<file path="src/rtl/maze_game_sequencer.sv">
// maze_game_sequencer: game flow for the maze display (motion gating, collisions, lives, timer, background)
// Ports:
//   clk, rst (async, active-low)
//   frame_end  1-cycle end-of-frame pulse from the VGA sync generator
//   start      debounced start button (level); at_goal player in goal region (level)
//   collide    player/obstacle pixel overlap this cycle
//   move_en    1-cycle motion-step strobe; obj_rst 1-cycle return-to-start pulse
//   state      IDLE=0 PLAY=1 HIT=2 WIN=3 OVER=4; lives; elapsed seconds; background RGB444
module maze_game_sequencer #(
    parameter int LIVES      = 3,
    parameter int MOVE_DIV   = 2,
    parameter int HIT_FRAMES = 60,
    parameter int FPS        = 60,
    parameter int TIME_LIMIT = 120
) (
    input  logic        clk,
    input  logic        rst,
    input  logic        frame_end,
    input  logic        start,
    input  logic        collide,
    input  logic        at_goal,
    output logic        move_en,
    output logic        obj_rst,
    output logic [2:0]  state,
    output logic [2:0]  lives,
    output logic [9:0]  elapsed,
    output logic [11:0] background
);
    typedef enum logic [2:0] {IDLE = 3'd0, PLAY = 3'd1, HIT = 3'd2, WIN = 3'd3, OVER = 3'd4} state_t;
    localparam int HW = (HIT_FRAMES > 1) ? $clog2(HIT_FRAMES) : 1;
    localparam int FW = (FPS > 1) ? $clog2(FPS) : 1;
    localparam logic [2:0]    LIVES_INIT = 3'(LIVES);
    localparam logic [3:0]    MOVE_LAST  = 4'(MOVE_DIV - 1);
    localparam logic [HW-1:0] HIT_LAST   = HW'(HIT_FRAMES - 1);
    localparam logic [FW-1:0] FPS_LAST   = FW'(FPS - 1);
    localparam logic [9:0]    TIME_END   = 10'(TIME_LIMIT);
    state_t        st_q, st_d;
    logic [2:0]    lives_d;
    logic [9:0]    elapsed_d;
    logic [3:0]    move_q, move_d;
    logic [HW-1:0] hit_q, hit_d;
    logic [FW-1:0] fps_q, fps_d;
    logic          start_q, hit_seen_q, hit_seen_d, move_en_d, obj_rst_d;
    logic          start_rise, hit_any, timing;
    assign start_rise = start & ~start_q;
    // a collision in the frame_end cycle itself still counts for that frame
    assign hit_any    = hit_seen_q | collide;
    assign timing     = frame_end & (st_q == PLAY || st_q == HIT);
    assign state      = st_q;
    assign background = st_q == PLAY ? 12'h0F0 :
                        st_q == HIT  ? 12'hF00 :
                        st_q == WIN  ? 12'h00F :
                        st_q == OVER ? 12'hF0F : 12'hFFF;
    always_comb begin
        st_d       = st_q;
        lives_d    = lives;
        elapsed_d  = elapsed;
        move_d     = move_q;
        hit_d      = hit_q;
        fps_d      = timing ? (fps_q == FPS_LAST ? '0 : fps_q + 1'b1) : fps_q;
        move_en_d  = 1'b0;
        obj_rst_d  = 1'b0;
        hit_seen_d = frame_end ? 1'b0 : hit_seen_q | (collide & (st_q == PLAY));
        if (timing && fps_q == FPS_LAST && elapsed != 10'd999)
            elapsed_d = elapsed + 10'd1;
        case (st_q)
            IDLE: if (start_rise) begin
                st_d      = PLAY;
                lives_d   = LIVES_INIT;
                elapsed_d = '0;
                fps_d     = '0;
                move_d    = '0;
                obj_rst_d = 1'b1;
            end
            PLAY: if (frame_end) begin
                if (at_goal)
                    st_d = WIN;
                else if (hit_any && lives == 3'd1) begin
                    st_d    = OVER;
                    lives_d = '0;
                end else if (hit_any) begin
                    st_d    = HIT;
                    lives_d = lives - 3'd1;
                    hit_d   = '0;
                end else if (elapsed == TIME_END)
                    st_d = OVER;
                else begin
                    move_d    = move_q == MOVE_LAST ? '0 : move_q + 4'd1;
                    move_en_d = move_q == MOVE_LAST;
                end
            end
            HIT: if (frame_end) begin
                if (hit_q == HIT_LAST) begin
                    st_d      = PLAY;
                    obj_rst_d = 1'b1;
                    move_d    = '0;
                end else
                    hit_d = hit_q + 1'b1;
            end
            WIN, OVER: st_d = start_rise ? IDLE : st_q;
            default: st_d = IDLE;
        endcase
    end
    // start_q resets high so a button held through reset cannot start a game
    always_ff @(posedge clk or negedge rst) begin
        if (!rst) begin
            st_q       <= IDLE;
            lives      <= LIVES_INIT;
            elapsed    <= '0;
            move_q     <= '0;
            hit_q      <= '0;
            fps_q      <= '0;
            start_q    <= 1'b1;
            hit_seen_q <= 1'b0;
            move_en    <= 1'b0;
            obj_rst    <= 1'b0;
        end else begin
            st_q       <= st_d;
            lives      <= lives_d;
            elapsed    <= elapsed_d;
            move_q     <= move_d;
            hit_q      <= hit_d;
            fps_q      <= fps_d;
            start_q    <= start;
            hit_seen_q <= hit_seen_d;
            move_en    <= move_en_d;
            obj_rst    <= obj_rst_d;
        end
    end
endmodule

</file>
<file path="config.mk">
export PLATFORM = sky130hd
export DESIGN_NAME = maze_game_sequencer
export DESIGN_NICKNAME = d
export VERILOG_FILES = /design/src/rtl/maze_game_sequencer.sv
export SDC_FILE = /design/constraint.sdc
export NUM_CORES = 1
export LEC_CHECK = 0
export CAP_MARGIN = 10
export CORE_MARGIN = 4
export CORE_UTILIZATION = 45
export DETAILED_ROUTE_END_ITERATION = 10
export GPL_TIMING_DRIVEN = 0
export PLACE_DENSITY = 0.78
export SLEW_MARGIN = 40
export SYNTH_ARGS = -nofsm -noshare
export SYNTH_HDL_FRONTEND = slang
export SYNTH_SLANG_ARGS = --single-unit
</file>
<file path="constraint.sdc">
create_clock -name clk -period 4.33 [get_ports clk]
set_input_delay 0.866 -clock clk [delete_from_list [all_inputs] [get_ports clk]]
set_output_delay 0.866 -clock clk [all_outputs]
set_load 0.02 [all_outputs]
</file>
==> results.py, run 1 <==
metrics = {
    "status": {
        "outcome": "completed",
    },
    "synth": {
        "synth_cell_types": 52,
        "yosys_warnings": 0,
        "synthXorXnorAreaFrac": 0.0672,
        "synthSimpleGateAreaFrac": 0.280,
        "yosysSeqAreaShare": 0.405,
        "synthArstFlopShare": 1.00,
        "synthCells": 233,
        "syn_area_sq_um": 2230,
        "synth_fa_ha_area_frac": 0.0448,
        "synth_top_family_by_area": "simple AND/OR/NAND/NOR gates",
        "synth.avg_cell_area_sq_um": 9.59,
        "synth_ff_type": "dfrtp_1",
        "synth_fp_nets": 247,
        "synth-compound-area-share": 0.116,
        "synthMuxAreaShare": 0.0190,
        "synth-edff-count": 0,
        "synth-seq-cells": 36,
    },
    "sta": {
        "setup_viol": 0,
        "finalSetupTns_ns": 0,
        "max_freq_mhz": 293,
        "period_share": 0.788,
        "finalClockSkew_ns": 0.00944,
        "worst_slack_ns": 0.919,
        "slew_headroom": 0.561,
        "tightest_slew_ns": 0.652,
        "min_period_ns": 3.41,
        "hold_viol": 0,
        "slew_violations": 0,
        "rsz0062_at_grt": "false",
    },
    "setup_path": {
        "end_kind": "output port",
        "crit_path_top_delay_cell": "clkdlybuf4s50_1",
        "path_max_fanout": 10,
        "critical_path_class": "flip-flop to output port",
        "critPathRequiredTime_ns": 3.46,
        "r2r_cells": 5,
        "critical_path.max_stage_delay_ns": 0.53,
        "reg2reg_slack_ns": 2.26,
        "arrival_ns": 2.55,
        "r2r_start": "state[0]",
        "startpoint_type": "flip-flop",
        "r2r-end": "move_q[1]",
        "path_cells": "buf_4 > buf_2 > nor2_1 > and2_1 > clkbuf_1 > nor2_1 > buf_4 > clkdlybuf4s50_1",
    },
    "final_layout": {
        "final_nets": 289,
        "post-route-cell-area_sq_um": 2780,
        "fin_util": 0.586,
        "diodes": 0,
        "area_growth_pct": 24.6,
        "drive_gt1_frac": 0.149,
    },
    "place": {
        "place_ws_ns": 1.25,
        "gp_congestion": 0.824,
        "portBuffers": 34,
        "place_area_sq_um": 2670,
        "dp_hpwl_mm": 3.42,
    },
    "detailed_routing": {
        "drt_first_iter_violations": 142,
        "antenna_left": 0,
        "drtPass1Iterations": 4,
        "wirelength_mm": 4.63,
        "vias": 1792,
        "vias_per_cell": 5.22,
        "drc": 0,
        "wl_per_cell_microns": 13.5,
    },
    "grt": {
        "antenna_found_initial": 0,
        "grt_pass1_wl_mm": 7.84,
        "grt_pass1_vias": 1682,
        "grt.overflow.total": 0,
        "grt_max_degree": 25,
        "gr-usage-all-layers": 0.159,
    },
    "cts": {
        "postCtsResizedCells": 0,
        "cts_tree": "done",
        "clkTransAtPathRegs_ns": 0.08,
        "clock-sinks": 36,
        "cts_inserted_buffers": 5,
        "ctsHtreeMaxLevel": 2,
        "root_buffer": "clkbuf_8",
        "post_cts_buffers": 0,
        "hold_buffers": 0,
        "clkLatencyLatePin_ns": 0.30,
        "clock_path_buffers": 2,
    },
    "floorplan": {
        "die_width_microns": 78.5,
        "io-pin-count": 36,
        "rows": 25,
        "die_height_microns": 78.5,
        "initial_core_util": 0.470,
        "core_area_sq_um": 4750,
        "dieArea_sq_um": 6150,
    },
    "pwr": {
        "p_leak_nw": 1.19,
        "power.density_nw_per_um2": 588,
        "ir_drop_v": 0.000471,
    },
    "hold_path": {
        "min_path_type": "input pin to async pin",
    },
    "run": {
        "cap_viol_max_count": 0,
    },
}
## worst max-delay path by stage
stage | slack [ns] | to | startpoint
detailed placement | 1.25 | background[2] | state[1]
global placement | 1.25 | background[3] | state[1]
finish | 0.92 | background[2] | state[1]
CTS | 0.90 | background[2] | state[1]
global route | 0.70 | background[2] | state[1]
floorplan | 1.63 | background[1] | state[1]
## synth_stat cells, types with 3 or more instances
cell / n / area [sq um]
a21oi_1: 9 / 45.0
and2_1: 4 / 25.0
and3_1: 5 / 31.3
buf_4: 11 / 82.6
clkbuf_1: 3 / 11.3
dfrtp_1: 33 / 826
dfstp_2: 3 / 78.8
ha_1: 8 / 100
inv_1: 8 / 30.0
nand2_1: 18 / 67.6
nand2b_1: 4 / 25.0
nand3_1: 16 / 80.1
nand4_1: 5 / 31.3
nand4b_1: 3 / 26.3
nor2_1: 29 / 109
o21ai_0: 15 / 75.1
xnor2_1: 6 / 52.6
xor2_1: 8 / 70.1
## area by class of cell
type                            instances  area, sq um
Buffer                                 17          121
Clock buffer                            5         68.8
Clock inverter                          3         42.5
Fill cell                             421         1970
Inverter                                8         30.0
Multi-Input combinational cell        172         1180
Sequential cell                        36          905
Tap cell                               67         83.8
Timing Repair Buffer                   35          355
## per-layer routing
metal / global-route usage / share of wire / up-vias / wire (microns)
met4: 0.0472 / 0.0093 / 0 / 43
li1: - / - / 895 / -
met5: 0 / 0 / - / 0
met3: 0.0333 / 0.042 / 6 / 193
met1: 0.206 / 0.46 / 853 / 2150
met2: 0.265 / 0.48 / 38 / 2240
## registers in the layout, summed over array words and instances (netlist names)
signal,cells
elapsed,10
fps_q,6
hit_q,6
move_q,4
lives,3
state,3
hit_seen_q,1
move_en,1
obj_rst,1
start_q,1
## logic make-up after synthesis
logic type | Yosys count
buffers and inverters | 25
AOI/OAI and AO/OA | 37
adders and majority gates | 8
DFF | 36
muxes | 4
and+or+nand+nor | 108
xor gates and xnor gates | 15
## worst max-delay path: cells and delay by family, from the launching register on
family | cells | cell delay [ns]
buf+inv | 5 | 1.33
flops | 1 | 0.39
simple gates | 3 | 0.51
## per-stage QoR
stage	hold WS (ns)	std cells	power [W]
6_report	0.449	343	0.00164
5_1_grt	0.465	343	0.00175
4_1_cts	0.457	343	0.00165
3_5_place_dp	0.482	335	0.00135
3_3_place_gp	0.470	334	0.00133
2_1_floorplan	0.450	233	0.00107
## cell usage in the layout, fill, tap and decap left out, types with 3 or more instances in the layout
cell             synthesis  final
dfrtp_1                 33     33
clkdlybuf4s50_1          0     33
nor2_1                  29     29
nand2_1                 18     18
nand3_1                 16     16
o21ai_0                 15     15
buf_4                   11     11
a21oi_1                  9      9
inv_1                    8      8
xor2_1                   8      8
ha_1                     8      8
xnor2_1                  6      6
and3_1                   5      5
nand4_1                  5      5
clkbuf_8                 0      5
and2_1                   4      4
nand2b_1                 4      4
clkbuf_1                 3      3
nand4b_1                 3      3
dfstp_2                  3      3
## power by group
group / switching (W) / internal [W] / total, W
combinational: 0.000447 / 0.000408 / 0.000855
sequential: 0.0000690 / 0.000413 / 0.000482
clock: 0.000129 / 0.000170 / 0.000300
total: 0.000645 / 0.000992 / 0.00164
(Power assumes the default switching activity.)
==> run 2: changes to the inputs <==
Settings changed: PLACE_DENSITY 0.78 to 0.81.
Clock period 4.33 ns to 2.8 ns, I/O delays scaled along.
==> run 2 against run 1 <==
Design area is 1.2% lower. Combinational power increased by 54%. Register-to-register slack worse by 1.5 ns. Die area is the same. Critical path depth fell by 3. Flip-flop and latch count is the same. Sequential share of layout area is 0.38 points higher. Clock power up 13%. Power rose by 47%.
==> results.py, run 2 (synthesized netlist as in run 1, its figures left out) <==
metrics = {
    "status": {
        "outcome": "completed",
    },
    "final_layout": {
        "drive_gt1_frac": 0.147,
        "final_common_cell": "dfrtp_1",
        "top_register": "elapsed",
        "final_cell_mix": "dfrtp_1, clkdlybuf4s50_1, nor2_1",
        "diodes": 0,
        "area_growth_pct": 23.2,
        "largest_reg_flops": 10,
        "largest_registers": "elapsed (10), fps_q (6), hit_q (6)",
        "final_nets": 287,
    },
    "setup_path": {
        "arrival_ns": 2.05,
        "end_kind": "output port",
        "critical_path.max_stage_delay_ns": 0.64,
        "startpoint_type": "flip-flop",
        "reg2reg_slack_ns": 0.75,
        "path_cells": "buf_6 > nor2_1 > and2_2 > nor2_2 > clkdlybuf4s50_1",
        "critical_path_class": "flip-flop to output port",
        "critPathRequiredTime_ns": 2.24,
        "path_max_fanout": 16,
        "crit_path_top_delay_cell": "clkdlybuf4s50_1",
    },
    "cts": {
        "clock_path_buffers": 2,
        "post_cts_buffers": 0,
        "clock-sinks": 36,
        "clkTransAtPathRegs_ns": 0.07,
        "ctsHtreeMaxLevel": 2,
        "root_buffer": "clkbuf_8",
        "clkLatencyLatePin_ns": 0.28,
        "cts_tree": "done",
        "cts_inserted_buffers": 5,
        "hold_buffers": 0,
    },
    "pwr": {
        "power.density_nw_per_um2": 876,
        "p_leak_nw": 1.19,
        "ir_drop_v": 0.000543,
    },
    "sta": {
        "slew_headroom": 0.567,
        "tightest_slew_ns": 0.642,
        "period_share": 0.934,
        "rsz0062_at_grt": "false",
        "min_period_ns": 2.61,
        "max_freq_mhz": 383,
        "worst_slack_ns": 0.186,
        "finalClockSkew_ns": 0.00601,
        "setup_viol": 0,
        "hold_viol": 0,
        "slew_violations": 0,
        "finalSetupTns_ns": 0,
    },
    "place": {
        "gp_congestion": 0.848,
        "portBuffers": 34,
        "dp_hpwl_mm": 3.59,
        "place_ws_ns": -0.00730,
    },
    "floorplan": {
        "core_area_sq_um": 4750,
        "dieArea_sq_um": 6150,
        "rows": 25,
        "die_height_microns": 78.5,
        "initial_core_util": 0.470,
        "die_width_microns": 78.5,
        "io-pin-count": 36,
    },
    "hold_path": {
        "min_path_type": "input pin to async pin",
    },
    "detailed_routing": {
        "drc": 0,
        "drt_first_iter_violations": 68,
        "vias_per_cell": 5.29,
        "drtPass1Iterations": 4,
        "wl_per_cell_microns": 14.0,
        "wirelength_mm": 4.75,
        "vias": 1800,
        "antenna_left": 0,
    },
    "run": {
        "cap_viol_max_count": 0,
    },
    "grt": {
        "grt_pass1_vias": 1869,
        "grt.overflow.total": 0,
        "grt_max_degree": 24,
        "grt_pass1_wl_mm": 8.56,
        "antenna_found_initial": 0,
        "gr-usage-all-layers": 0.171,
    },
}
run 2: cell types whose count changed in the layout (fill, tap and decap cells not counted), sizes merged:
cell / before / now
dlymetal6s2s: 0 / 3
clkdlybuf4s50: 33 / 30
buf: 16 / 15
clkinvlp: 1 / 0
bufinv: 1 / 0
run 2: path summary, 6_finish.rpt:
kind                       startpoint             to  cells after the start
max                          state[1]  background[0]                      5
min                               rst       fps_q[3]                      1
max reg2reg                  state[0]      move_q[1]                      5
min reg2reg                  hit_q[5]       hit_q[5]                      1
max in group asynchronous         rst       lives[1]                      2
min in group clk             hit_q[5]       hit_q[5]                      1
run 2: metal layers:
layer,vias up,wire length [microns],track usage,share of wire
met1,858,2080,0.213,0.44
li1,889,-,-,-
met2,47,2420,0.297,0.51
met5,-,0,0,0
met4,0,49,0.0420,0.010
met3,6,202,0.0401,0.043
run 2: what timing repair did:
| action | CTS | global route |
|---|---|---|
| resized for setup | 2 | 4 |
| gates cloned | 0 | 0 |
| endpoints found under the setup margin | 4 | 6 |
run 2: stage by stage:
stage | utilization | std cells | hold WS (ns) | area [sq um] | total power, W
floorplan | - | 233 | 0.264 | 2230 | 0.00165
global placement | 0.559 | 334 | 0.468 | 2660 | 0.00205
detailed placement | 0.561 | 335 | 0.478 | 2670 | 0.00210
CTS | 0.576 | 340 | 0.272 | 2740 | 0.00244
global route | 0.579 | 340 | 0.285 | 2750 | 0.00259
finish | 0.579 | 340 | 0.249 | 2750 | 0.00241
run 2: critical path, delay by kind of cell (launching register included):
family | cells | cell delay [ns]
buffers and inverters | 2 | 0.84
DFF | 1 | 0.38
and+or+nand+nor | 3 | 0.54
run 2: layout make-up:
type                            instances  area [sq um]
Clock inverter                          1          5.00
Timing Repair Buffer                   35           358
Sequential cell                        36           905
Multi-Input combinational cell        172          1180
Fill cell                             433          2000
Inverter                                8          30.0
Buffer                                 15           116
Clock buffer                            6          72.6
Tap cell                               67          83.8
run 2: power breakdown:
| group | internal, W | leakage (nW) | total [W] | switching, W |
|---|---|---|---|---|
| Sequential | 0.000640 | 0.475 | 0.000749 | 0.000109 |
| Combinational | 0.000626 | 0.673 | 0.00132 | 0.000697 |
| Clock | 0.000169 | 0.0410 | 0.000338 | 0.000169 |
| Total | 0.00143 | 1.19 | 0.00241 | 0.000976 |
==> run 3: changes to the inputs <==
Settings changed: SKIP_CTS_REPAIR_TIMING set to 1.
==> run 3 against run 2 <==
Critical path type unchanged. Critical path depth did not move. Maximum frequency about the same. Flip-flop and latch count unchanged. Clock-buffer cell count unchanged. Non-clock buffer count rose by 1. Critical endpoint is now background[6]. Final cell count increased by 0.29%. Power up 0.62%. Combinational power barely moved.
==> results.py, run 3 (synthesized netlist as in run 1, its figures left out) <==
metrics = {
    "cts": {
        "root_buffer": "clkbuf_8",
        "cts_inserted_buffers": 5,
        "clock_path_buffers": 2,
        "cts_tree": "done",
        "clkLatencyLatePin_ns": 0.28,
        "clock-sinks": 36,
        "ctsHtreeMaxLevel": 2,
        "clkTransAtPathRegs_ns": 0.07,
    },
    "hold_path": {
        "min_path_type": "input pin to async pin",
    },
    "detailed_routing": {
        "vias_per_cell": 5.34,
        "vias": 1822,
        "antenna_left": 0,
        "wl_per_cell_microns": 13.9,
        "wirelength_mm": 4.75,
        "drc": 0,
        "drtPass1Iterations": 6,
        "drt_first_iter_violations": 74,
    },
    "final_layout": {
        "multi_input_area_sq_um": 1190,
        "final_nets": 288,
        "largest_registers": "elapsed (10), fps_q (6), hit_q (6)",
        "largest_reg_flops": 10,
        "final_cell_mix": "dfrtp_1, clkdlybuf4s50_1, nor2_1",
        "diodes": 0,
        "area_growth_pct": 23.8,
        "top_register": "elapsed",
        "post-route-cell-area_sq_um": 2760,
        "fillers": 429,
        "drive_gt1_frac": 0.157,
        "final_common_cell": "dfrtp_1",
        "regArea_sq_um": 905,
    },
    "sta": {
        "tightest_slew_ns": 0.651,
        "slew_violations": 0,
        "setup_viol": 0,
        "rsz0062_at_grt": "false",
        "min_period_ns": 2.61,
        "period_share": 0.933,
        "hold_viol": 0,
        "slew_headroom": 0.561,
        "finalClockSkew_ns": 0.00657,
        "max_freq_mhz": 383,
    },
    "floorplan": {
        "io-pin-count": 36,
        "die_width_microns": 78.5,
        "initial_core_util": 0.470,
        "dieArea_sq_um": 6150,
        "die_height_microns": 78.5,
        "core_area_sq_um": 4750,
        "rows": 25,
    },
    "grt": {
        "gr-usage-all-layers": 0.172,
        "grt.overflow.total": 0,
        "grt_max_degree": 24,
        "grt_pass1_vias": 1881,
        "grt_pass1_wl_mm": 8.60,
        "antenna_found_initial": 0,
    },
    "setup_path": {
        "r2r_start": "state[0]",
        "arrival_ns": 2.05,
        "reg2reg_slack_ns": 0.77,
        "r2r-end": "move_q[1]",
        "startpoint_type": "flip-flop",
        "r2r_cells": 5,
        "critical_path_class": "flip-flop to output port",
        "critPathRequiredTime_ns": 2.24,
        "crit_end": "background[6]",
        "end_kind": "output port",
        "path_max_fanout": 10,
        "cp-startpoint": "state[1]",
    },
    "pwr": {
        "ir_drop_v": 0.000542,
        "p_leak_nw": 1.20,
        "power.density_nw_per_um2": 878,
        "p_total_w": 0.00243,
    },
    "place": {
        "place_area_sq_um": 2670,
        "portBuffers": 34,
        "gp_congestion": 0.848,
        "dp_hpwl_mm": 3.59,
    },
    "run": {
        "cap_viol_max_count": 0,
    },
    "status": {
        "outcome": "completed",
    },
}
run 3: per-stage QoR:
stage / utilization / hold slack, ns / worst slack [ns] / TNS [ns] / std cells
final: 0.581 / 0.247 / 0.187 / 0 / 341
after global routing: 0.581 / 0.285 / 0.0742 / 0 / 341
after CTS: 0.577 / 0.272 / -0.360 / -1.35 / 342
after detailed placement: 0.561 / 0.478 / -0.00730 / -0.0184 / 335
after global placement: 0.559 / 0.468 / 0.0265 / 0 / 334
after floorplan: - / 0.264 / 0.410 / 0 / 233
run 3: worst max-delay path, stage by stage, from the launching register on:
cell             delay [ns]
dfrtp_1                0.40
buf_4                  0.19
clkbuf_4               0.20
mux2i_2                0.24
buf_4                  0.15
clkdlybuf4s50_1        0.59
run 3: routing by layer:
metal	part of all wire	routed length [microns]	vias up	GRT usage
met5	0	0	-	0
met4	0.0061	29	0	0.0437
met3	0.045	213	5	0.0401
met2	0.51	2420	48	0.296
met1	0.44	2090	877	0.216
li1	-	-	892	-
run 3: power by group:
part | switching (W) | total (W) | internal (W) | leakage (nW)
Sequential | 0.000108 | 0.000747 | 0.000640 | 0.475
Combinational | 0.000707 | 0.00134 | 0.000631 | 0.686
Clock | 0.000170 | 0.000339 | 0.000169 | 0.0410
run 3: final cells by class:
| type | instances | share of cell area |
|---|---|---|
| multi-input combinational | 172 | 0.430 |
| sequential | 36 | 0.327 |
| timing repair buffer | 35 | 0.130 |
| buffer | 16 | 0.0435 |
| tap | 67 | 0.0303 |
| clock buffer | 6 | 0.0263 |
| inverter | 8 | 0.0109 |
| clock inverter | 1 | 0.00181 |
run 3: worst min path at each step:
| stage | startpoint | depth (start not counted) | to | slack, ns |
|---|---|---|---|---|
| after floorplan | rst | 0 | elapsed[0] | 0.26 |
| after global placement | hit_q[5] | 1 | hit_q[5] | 0.47 |
| after detailed placement | hit_q[5] | 1 | hit_q[5] | 0.48 |
| after global routing | rst | 1 | state[2] | 0.28 |
| final | rst | 1 | fps_q[3] | 0.25 |
| after CTS | rst | 1 | fps_q[5] | 0.27 |
